--- src/rtl/param_updown_counter.sv ---
// Parametrised up/down counter with count enable, parallel load, clock-enable prescaler,
// registered terminal-count pulse and zero flag. Define COUNTER_SATURATE_EN to saturate instead of wrap.
module param_updown_counter #(
  parameter int WIDTH     = 3,
  parameter int RESET_VAL = 0,
  parameter int PRESCALE  = 1
) (
  input  logic             clk,
  input  logic             rst,
  input  logic             en,
  input  logic             up,
  input  logic             load,
  input  logic [WIDTH-1:0] load_val,
  output logic [WIDTH-1:0] q,
  output logic             tc,
  output logic             zero
);
  localparam int PW = (PRESCALE > 1) ? $clog2(PRESCALE) : 1;
  localparam logic [PW-1:0]    PRE_MAX = PW'(PRESCALE - 1);
  localparam logic [WIDTH-1:0] RST_Q   = WIDTH'(RESET_VAL);

  logic [PW-1:0]    pre_cnt;
  logic             step;
  logic             at_term;
  logic [WIDTH-1:0] q_step;

  assign step    = en && (pre_cnt == PRE_MAX);
  // Terminal value depends on the direction in force at the step.
  assign at_term = up ? (&q) : (q == '0);

  always_comb begin
    q_step = up ? q + 1'b1 : q - 1'b1;
`ifdef COUNTER_SATURATE_EN
    if (at_term) q_step = q;
`endif
  end

  always_ff @(posedge clk) begin
    if (rst) begin
      q       <= RST_Q;
      pre_cnt <= '0;
      tc      <= 1'b0;
    end else if (load) begin
      q       <= load_val;
      pre_cnt <= '0;
      tc      <= 1'b0;
    end else begin
      if (en) pre_cnt <= (pre_cnt == PRE_MAX) ? '0 : pre_cnt + 1'b1;
      if (step) q <= q_step;
      tc <= step && at_term;
    end
  end

  assign zero = (q == '0);
endmodule
--- config.mk ---
export PLATFORM = sky130hd
export DESIGN_NAME = param_updown_counter
export DESIGN_NICKNAME = d
export VERILOG_FILES = /design/src/rtl/param_updown_counter.sv
export SDC_FILE = /design/constraint.sdc
export NUM_CORES = 1
export LEC_CHECK = 0
export CAP_MARGIN = 20
export CELL_PAD_IN_SITES_DETAIL_PLACEMENT = 1
export CELL_PAD_IN_SITES_GLOBAL_PLACEMENT = 2
export CORE_AREA = 2 2 39 41
export CTS_CLUSTER_SIZE = 14
export DETAILED_ROUTE_END_ITERATION = 8
export DIE_AREA = 0 0 41 43
export GPL_ROUTABILITY_DRIVEN = 1
export PLACE_DENSITY = 0.75
export SYNTH_ARGS = -nofsm -noshare
export SYNTH_HDL_FRONTEND = slang
export SYNTH_SLANG_ARGS = --single-unit
export TNS_END_PERCENT = 5
--- constraint.sdc ---
create_clock -name clk -period 2.9 [get_ports clk]
set_clock_uncertainty 0.15 [all_clocks]
set_input_delay 0.58 -clock clk [delete_from_list [all_inputs] [get_ports clk]]
set_output_delay 0.58 -clock clk [all_outputs]
set_load 0.005 [all_outputs]
-- Word level (Yosys, flattened, before mapping)
Cells that the tools add are included.
W data, S select, Z words.
- bits in registers: 5
- logic and storage cells: 18
- input port bits: 8
- output and inout bits: 5
- reductions and logical operators: 6
- multiplexer cells: 5
- $add $sub $neg: 3
- bitwise operators: 1
- operator list (cell ; count):
    $mux W3 ; 3
    $add A3 B1 Y3 const B ; 1
    $logic_not A3 Y1 ; 1
    $reduce_and A3 Y1 ; 1
    $sub A3 B1 Y3 const B ; 1
    $logic_and A1 B1 Y1 ; 2
    $mux W1 ; 2
    $reduce_bool A2 Y1 ; 1
    $reduce_or A2 Y1 ; 1
    $add A1 B1 Y1 const B ; 1
    $not A1 Y1 ; 1

-- Longest topological paths before layout
Gate-level depths: netlist (run 1).
- depth in word-level cells: 4
- gate-level depth with buffers: 5

-- Least setup slack after synthesis (run 1)
OpenSTA, ideal clock, no wires.
- kind: input-to-reg
- start: input port up
- end: register q[2]
- stages on the path: 5
- slack: 1.036 ns
- arrival time: 1.594 ns
- library setup time: 0.120 ns
- path through: inv_1 -> fa_1 -> xor2_1 -> o21a_1 -> o31a_1
- word-level cells in the longest chain between the ends: 3
- ends and longest elaborated chain (what ; line ; RTL):
    start, declared ; 11 ; input logic up,
    $mux W3 ; 32 ; q_step = up ? q + 1'b1 : q - 1'b1;
    $mux W3 ; 49 ; if (step) q <= q_step;
    $mux W3 ; 43 ; end else if (load) begin
    end signal, assigned ; 44 ; q <= load_val;
    end signal, assigned ; 49 ;
    end, declared ; 14 ; output logic [WIDTH-1:0] q,
No other way between the ends. The select of a mux whose other input is x is not followed.
A chain may end at the register's enable or synchronous reset.

-- Worst setup path after layout (run 1)
Ends and elaborated chain as after synthesis.

==> reports/results.tsv, run 1 <==
stage	metric	value	unit
detailed_routing	Vias	221	
sta	Final min period	2260	ps
clocking	CTS sink cnt	4	
setup_path	Req. time, crit path	2870	ps
floorplanning	die width	41	um
yosys	Synth Flop Type	dfxtp_1	
finish	Storage cell area	80.1	um2
setup_path	CP Cell Sequence	clkdlybuf4s50_1 > inv_1 > fa_1 > xor2_1 > o21a_1 > o31a_1	
floorplanning	Core Area	1380	um2
setup_path	Worst path slowest cell	clkdlybuf4s50_1	
clocking	CTS tree	done	
global_routing	vias in the first global route	239	
finish	nets	49	
clocking	Root Buffer	clkbuf_4	
yosys	synth unique cells	15	
yosys	Async SR Flop Fraction	0	%
yosys	synth warn	0	
sta	Achievable Freq	443	MHz
yosys	syn_nets	32	
finish	FILL cells	164	
clocking	cts hold-fix bufs	0	
finish	Area Overhead vs Synth	71.0	%
detailed_routing	vias per inst	4.09	
sta	count of final setup violators	0	
floorplanning	Starting Density	16.5	%
floorplanning	full die area	1760	um2
finish	Antenna diodes	0	
detailed_routing	Initial DRT Pass Iterations	2	
clocking	H-tree depth	1	
finish	most frequent cells in the layout	clkdlybuf4s50_1, dfxtp_1, inv_1, clkbuf_4	
global_routing	gr usage total	8.84	%
sta	RSZ-0062 raised after global routing	false	
power_and_ir_drop	switching share of power	25.1	%
place	Final GP Congestion	0.732	
sta	Final Hold Vio Count	0	
global_routing	largest net degree at the start of global routing	6	
yosys	dominant cells by area after synthesis	dfxtp_1, fa_1, mux2i_1, xor2_1, a2111oi_2	
setup_path	CP bufs+invs	2	
finish	commonest non-fill, non-tap cell in the layout	clkdlybuf4s50_1	
clocking	CTS Buffer Depth	2	
setup_path	CP arrival	2220	ps
power_and_ir_drop	Pwr Density	464	nW/um2
run	max_cap viols	0	
sta	max-slew violations	0	
power_and_ir_drop	Peak supply drop	0.224	mV
global_routing	first-pass GRT wire length	1030	um
setup_path	cell family with most CP delay	buffers and inverters	
finish	footprint of the multi-input gates	138	um2
sta	actual transition at the worst max-transition pin	260	ps
yosys	#FFs+latches synth	4	
power_and_ir_drop	Pleak	0.161	nW
clocking	TritonCTS buffer count	3	
outcome	status	completed	
detailed_routing	initial drt markers	3	
clocking	Post-CTS Setup Bufs	0	
power_and_ir_drop	Comb power frac	26.2	%
detailed_routing	DR DRC count	0	
setup_path	Worst Setup End Kind	flop	
floorplanning	Die H	43	um
yosys	Cell Area, Synth	229	um2
setup_path	Worst path max stage delay	520	ps
clocking	Clk Latency, worst-skew pair	230	ps
sta	max_slew headroom	82.7	%
power_and_ir_drop	Int Power	0.136	mW
finish	share of cells above drive strength 1	15.8	%
detailed_routing	WL/cell	10.2	um
sta	Post-Route Setup TNS	0	ps
min_path	HP Class	flop to flop	
sta	fin crit share	77.8	%
detailed_routing	Routed Antenna Nets	0	
yosys	register area share after synthesis	35.0	%
yosys	Gate Count Post-Synth	23	
place	port bufs	12	
yosys	top cell type's share of synthesized area	35.0	%
yosys	Yosys top cell by area	dfxtp_1	
floorplanning	row count	14	
clocking	# resized after CTS	0	
sta	WHS	425	ps
yosys	number of synthesized flops with an enable pin	0	
power_and_ir_drop	sequential power share	36.3	%
power_and_ir_drop	Clock power frac	37.5	%
power_and_ir_drop	Psw	0.0455	mW
global_routing	initial antenna violation count	0	
global_routing	GR Overflow Total	0	
floorplanning	Boundary Pins	13	
setup_path	Startpoint Class	input port	
setup_path	Setup CP Type	input port to flop	
yosys	Mean Syn Cell Area	9.96	um2
setup_path	largest fanout on the critical path	3	
clocking	clock-pin slew on the worst setup and hold paths	40	ps
detailed_routing	WL final	551	um
==> worst register-to-register path, delay by kind of cell (launching register included) <==
| kind | cells | cell delay [ps] |
|---|---|---|
| AO/OA/AOI/OAI | 2 | 400 |
| XOR/XNOR | 1 | 190 |
| adder cells (fa/ha/maj) | 1 | 440 |
| flip-flops | 1 | 370 |
==> path summary, 6_finish.rpt <==
check        slack [ps]  from  depth (start not counted)    to
max reg2reg        1240  q[0]                          4  q[2]
min                 420  q[2]                          2    tc
min reg2reg         420  q[2]                          2    tc
max                 640    up                          6  q[2]
==> routing by layer <==
metal / wire [um] / track usage [%] / vias to the layer above
met4: 0 / 2.00 / 0
met1: 233 / 10.3 / 98
met2: 243 / 12.8 / 13
met5: 0 / 0 / -
met3: 73 / 6.28 / 0
li1: - / - / 110
==> metrics by stage <==
stage	cell area (um2)	std cells	power, mW	setup WS, ps	util (%)
3_3_place_gp	369	51	0.114	439	26.7
3_5_place_dp	369	51	0.115	393	26.7
5_1_grt	392	54	0.203	571	28.3
2_1_floorplan	229	23	0.0856	1040	-
4_1_cts	392	54	0.187	636	28.3
6_report	392	54	0.182	643	28.3
==> kinds of logic (layout without fill, tap and decap cells) <==
logic type      count (synthesis)  in the layout  share of synthesized area (%)
compound gates                  4              4                           15.8
xor+xnor                        2              2                           7.65
fa+ha+maj                       1              1                           8.74
buf+inv                         3             18                           4.92
flops                           4              4                           35.0
mux                             3              3                           13.7
simple gates                    6              6                           14.2
==> cell type report <==
| type | instances | share of cell area [%] |
|---|---|---|
| clock buffers | 3 | 5.75 |
| repair buffers | 12 | 30.7 |
| flip-flops and latches | 4 | 20.4 |
| inverters | 3 | 2.88 |
| well taps | 16 | 5.11 |
| multi-input cells | 16 | 35.1 |
==> synthesized netlist by cell type (all sizes together) (2+ instances only) <==
cell type,number
dfxtp,4
inv,3
nor3,2
xor2,2
nor2,2
mux2i,2
==> flip-flops by register name, indices dropped and copies added, names as in the netlist <==
name / cells
q: 3
tc: 1
==> power by group through the flow <==
stage	clock (mW)	combinational, mW	sequential, mW
floorplan	0	0.0195	0.0661
global placement	0	0.0470	0.0667
detailed placement	0	0.0478	0.0670
CTS	0.0722	0.0486	0.0662
global route	0.0816	0.0539	0.0670
finish	0.0681	0.0476	0.0659
(Power assumes the default switching activity.)
==> inputs of run 2 (changes only) <==
==> constraint.sdc (replaced) <==
create_clock -name clk -period 2.35 [get_ports clk]
set_clock_uncertainty 0.15 [all_clocks]
set_input_delay 0.47 -clock clk [delete_from_list [all_inputs] [get_ports clk]]
set_output_delay 0.47 -clock clk [all_outputs]
set_load 0.005 [all_outputs]
==> reports/results.tsv, run 2 (synthesized netlist as in run 1, its figures left out) <==
stage	metric	value	unit	change
outcome	status	completed		unchanged
sta	count of final setup violators	0		unchanged
clocking	CTS sink cnt	4		unchanged
clocking	Post-CTS Setup Bufs	0		unchanged
global_routing	gr usage total	9.36	%	was 8.84%
setup_path	FF-to-FF Start	q[0]		unchanged
power_and_ir_drop	Peak supply drop	0.161	mV	was 0.224 mV
global_routing	vias in the first global route	240		was 239
clocking	CTS Buffer Depth	2		unchanged
min_path	hold path start	q[2]		unchanged
sta	max_slew headroom	83.0	%	was 82.7%
sta	Achievable Freq	484	MHz	
power_and_ir_drop	Pwr Density	563	nW/um2	was 464 nW/um2
clocking	Root Buffer	clkbuf_4		unchanged
finish	final std cells w/o fill	55		was 54
finish	flip-flop count of the largest register after layout	3		unchanged
setup_path	Setup crit start	up		unchanged
sta	PnR worst setup slack	284	ps	was 643 ps
floorplanning	Core Area	1380	um2	unchanged
clocking	cts hold-fix bufs	0		unchanged
setup_path	Worst Setup End Kind	flop		unchanged
finish	Area Overhead vs Synth	74.3	%	was 71.0%
finish	commonest non-fill, non-tap cell in the layout	clkdlybuf4s50_1		unchanged
sta	fin crit share	87.9	%	
floorplanning	Boundary Pins	13		unchanged
global_routing	initial antenna violation count	0		unchanged
place	placed cells	52		was 51
sta	Final min period	2070	ps	
place	HPWL Detailed	448	um	
finish	Final Cell Area	399	um2	was 392 um2
global_routing	largest net degree at the start of global routing	6		unchanged
setup_path	Startpoint Class	input port		unchanged
sta	RSZ-0062 raised after global routing	false		unchanged
clocking	CTS tree	done		unchanged
setup_path	CP arrival	2040	ps	was 2220 ps
floorplanning	Starting Density	16.5	%	unchanged
setup_path	largest fanout on the critical path	2		was 3
clocking	# resized after CTS	0		unchanged
floorplanning	Die H	43	um	unchanged
setup_path	reg2reg end	q[1]		was q[2]
detailed_routing	Vias	225		was 221
place	Final GP Congestion	0.690		was 0.732
clocking	Clk Latency, worst-skew pair	230	ps	about the same
floorplanning	row count	14		unchanged
finish	share of cells above drive strength 1	17.9	%	was 15.8%
setup_path	reg2reg setup slack	730	ps	was 1240 ps
floorplanning	die width	41	um	unchanged
sta	max-slew violations	0		unchanged
sta	Final Hold Vio Count	0		unchanged
global_routing	first-pass GRT wire length	938	um	was 1030 um
floorplanning	full die area	1760	um2	unchanged
finish	Antenna diodes	0		unchanged
power_and_ir_drop	Pleak	0.165	nW	was 0.161 nW
detailed_routing	Initial DRT Pass Iterations	1		was 2
detailed_routing	initial drt markers	0		was 3
clocking	TritonCTS buffer count	3		unchanged
run	max_cap viols	0		unchanged
min_path	HP Class	flop to flop		unchanged
setup_path	Req. time, crit path	2320	ps	was 2870 ps
place	pre-CTS setup slack	29.9	ps	was 393 ps
sta	WHS	424	ps	was 425 ps
finish	post-layout util	28.8	%	was 28.3%
detailed_routing	Routed Antenna Nets	0		unchanged
sta	actual transition at the worst max-transition pin	254	ps	was 260 ps
sta	Post-Route Setup TNS	0	ps	unchanged
detailed_routing	WL/cell	9.93	um	was 10.2 um
setup_path	cells on worst reg2reg path	4		unchanged
global_routing	GR Overflow Total	0		unchanged
power_and_ir_drop	Overall Power	0.225	mW	was 0.182 mW
clocking	clock-pin slew on the worst setup and hold paths	40	ps	about the same
finish	nets	50		was 49
finish	largest registers	q (3), tc (1)		unchanged
finish	Biggest register	q		unchanged
clocking	H-tree depth	1		unchanged
setup_path	Setup CP Type	input port to flop		unchanged
place	port bufs	12		unchanged
setup_path	Critical Path End	q[2]		unchanged
finish	most frequent cells in the layout	clkdlybuf4s50_1, dfxtp_1, inv_1, clkbuf_4		unchanged
detailed_routing	DR DRC count	0		unchanged
finish	FILL cells	163		was 164
detailed_routing	vias per inst	4.09		about the same
place	Placed Area	377	um2	was 369 um2
detailed_routing	WL final	546	um	was 551 um
## run 2: changes by cell type in the layout (fill, tap and decap cells not counted)
cell / change
buf_4: +1
## run 2: how the worst min path moves through the flow
stage          slack [ps]  endpoint  cells past startpoint
2_1_floorplan         390        tc                      1
3_3_place_gp          420        tc                      2
3_5_place_dp          420        tc                      2
4_1_cts               430        tc                      2
5_1_grt               460        tc                      2
6_report              420        tc                      2
## run 2: final cells by class
cell class / count / area (um2) / area share (%)
clock buffers: 3 / 22.5 / 5.64
repair buffers: 13 / 128 / 32.0
inverters: 3 / 11.3 / 2.82
multi-input cells: 16 / 138 / 34.5
well taps: 16 / 20.0 / 5.02
flip-flops and latches: 4 / 80.1 / 20.1
## run 2: per-layer routing
metal,share of wire (%),track usage [%],vias to the layer above,wire (um)
met5,0,0,-,0
met4,5.3,16.0,0,29
met3,12,3.14,2,67
met2,40,10.6,13,219
met1,42,9.39,95,229
li1,-,-,115,-
## run 2: report_power, final
part           total, mW  switching [mW]  internal [mW]
sequential        0.0812         0.00767         0.0735
combinational     0.0593          0.0212         0.0381
clock             0.0841          0.0271         0.0571
## run 2: worst max-delay path: stages
cell and delay [ps]:
clkdlybuf4s50_1 490, inv_1 80, fa_1 430, xor2_1 180
o21a_1 170, o31a_1 220
==> inputs of run 3 (changes only) <==
==> constraint.sdc (replaced) <==
create_clock -name clk -period 2.4 [get_ports clk]
set_clock_uncertainty 0.15 [all_clocks]
set_input_delay 0.48 -clock clk [delete_from_list [all_inputs] [get_ports clk]]
set_output_delay 0.48 -clock clk [all_outputs]
set_load 0.005 [all_outputs]
==> results of run 3 <==
Same layout as run 2 (identical final DEF). Status: completed.
Among the figures that moved: setup slack after placement 29.9 ps -> 69.9 ps; setup slack after layout 284 ps -> 324 ps; register-to-register setup slack 730 ps -> 780 ps; total power 0.225 mW -> 0.220 mW; worst IR drop on VDD 0.161 mV -> 0.157 mV
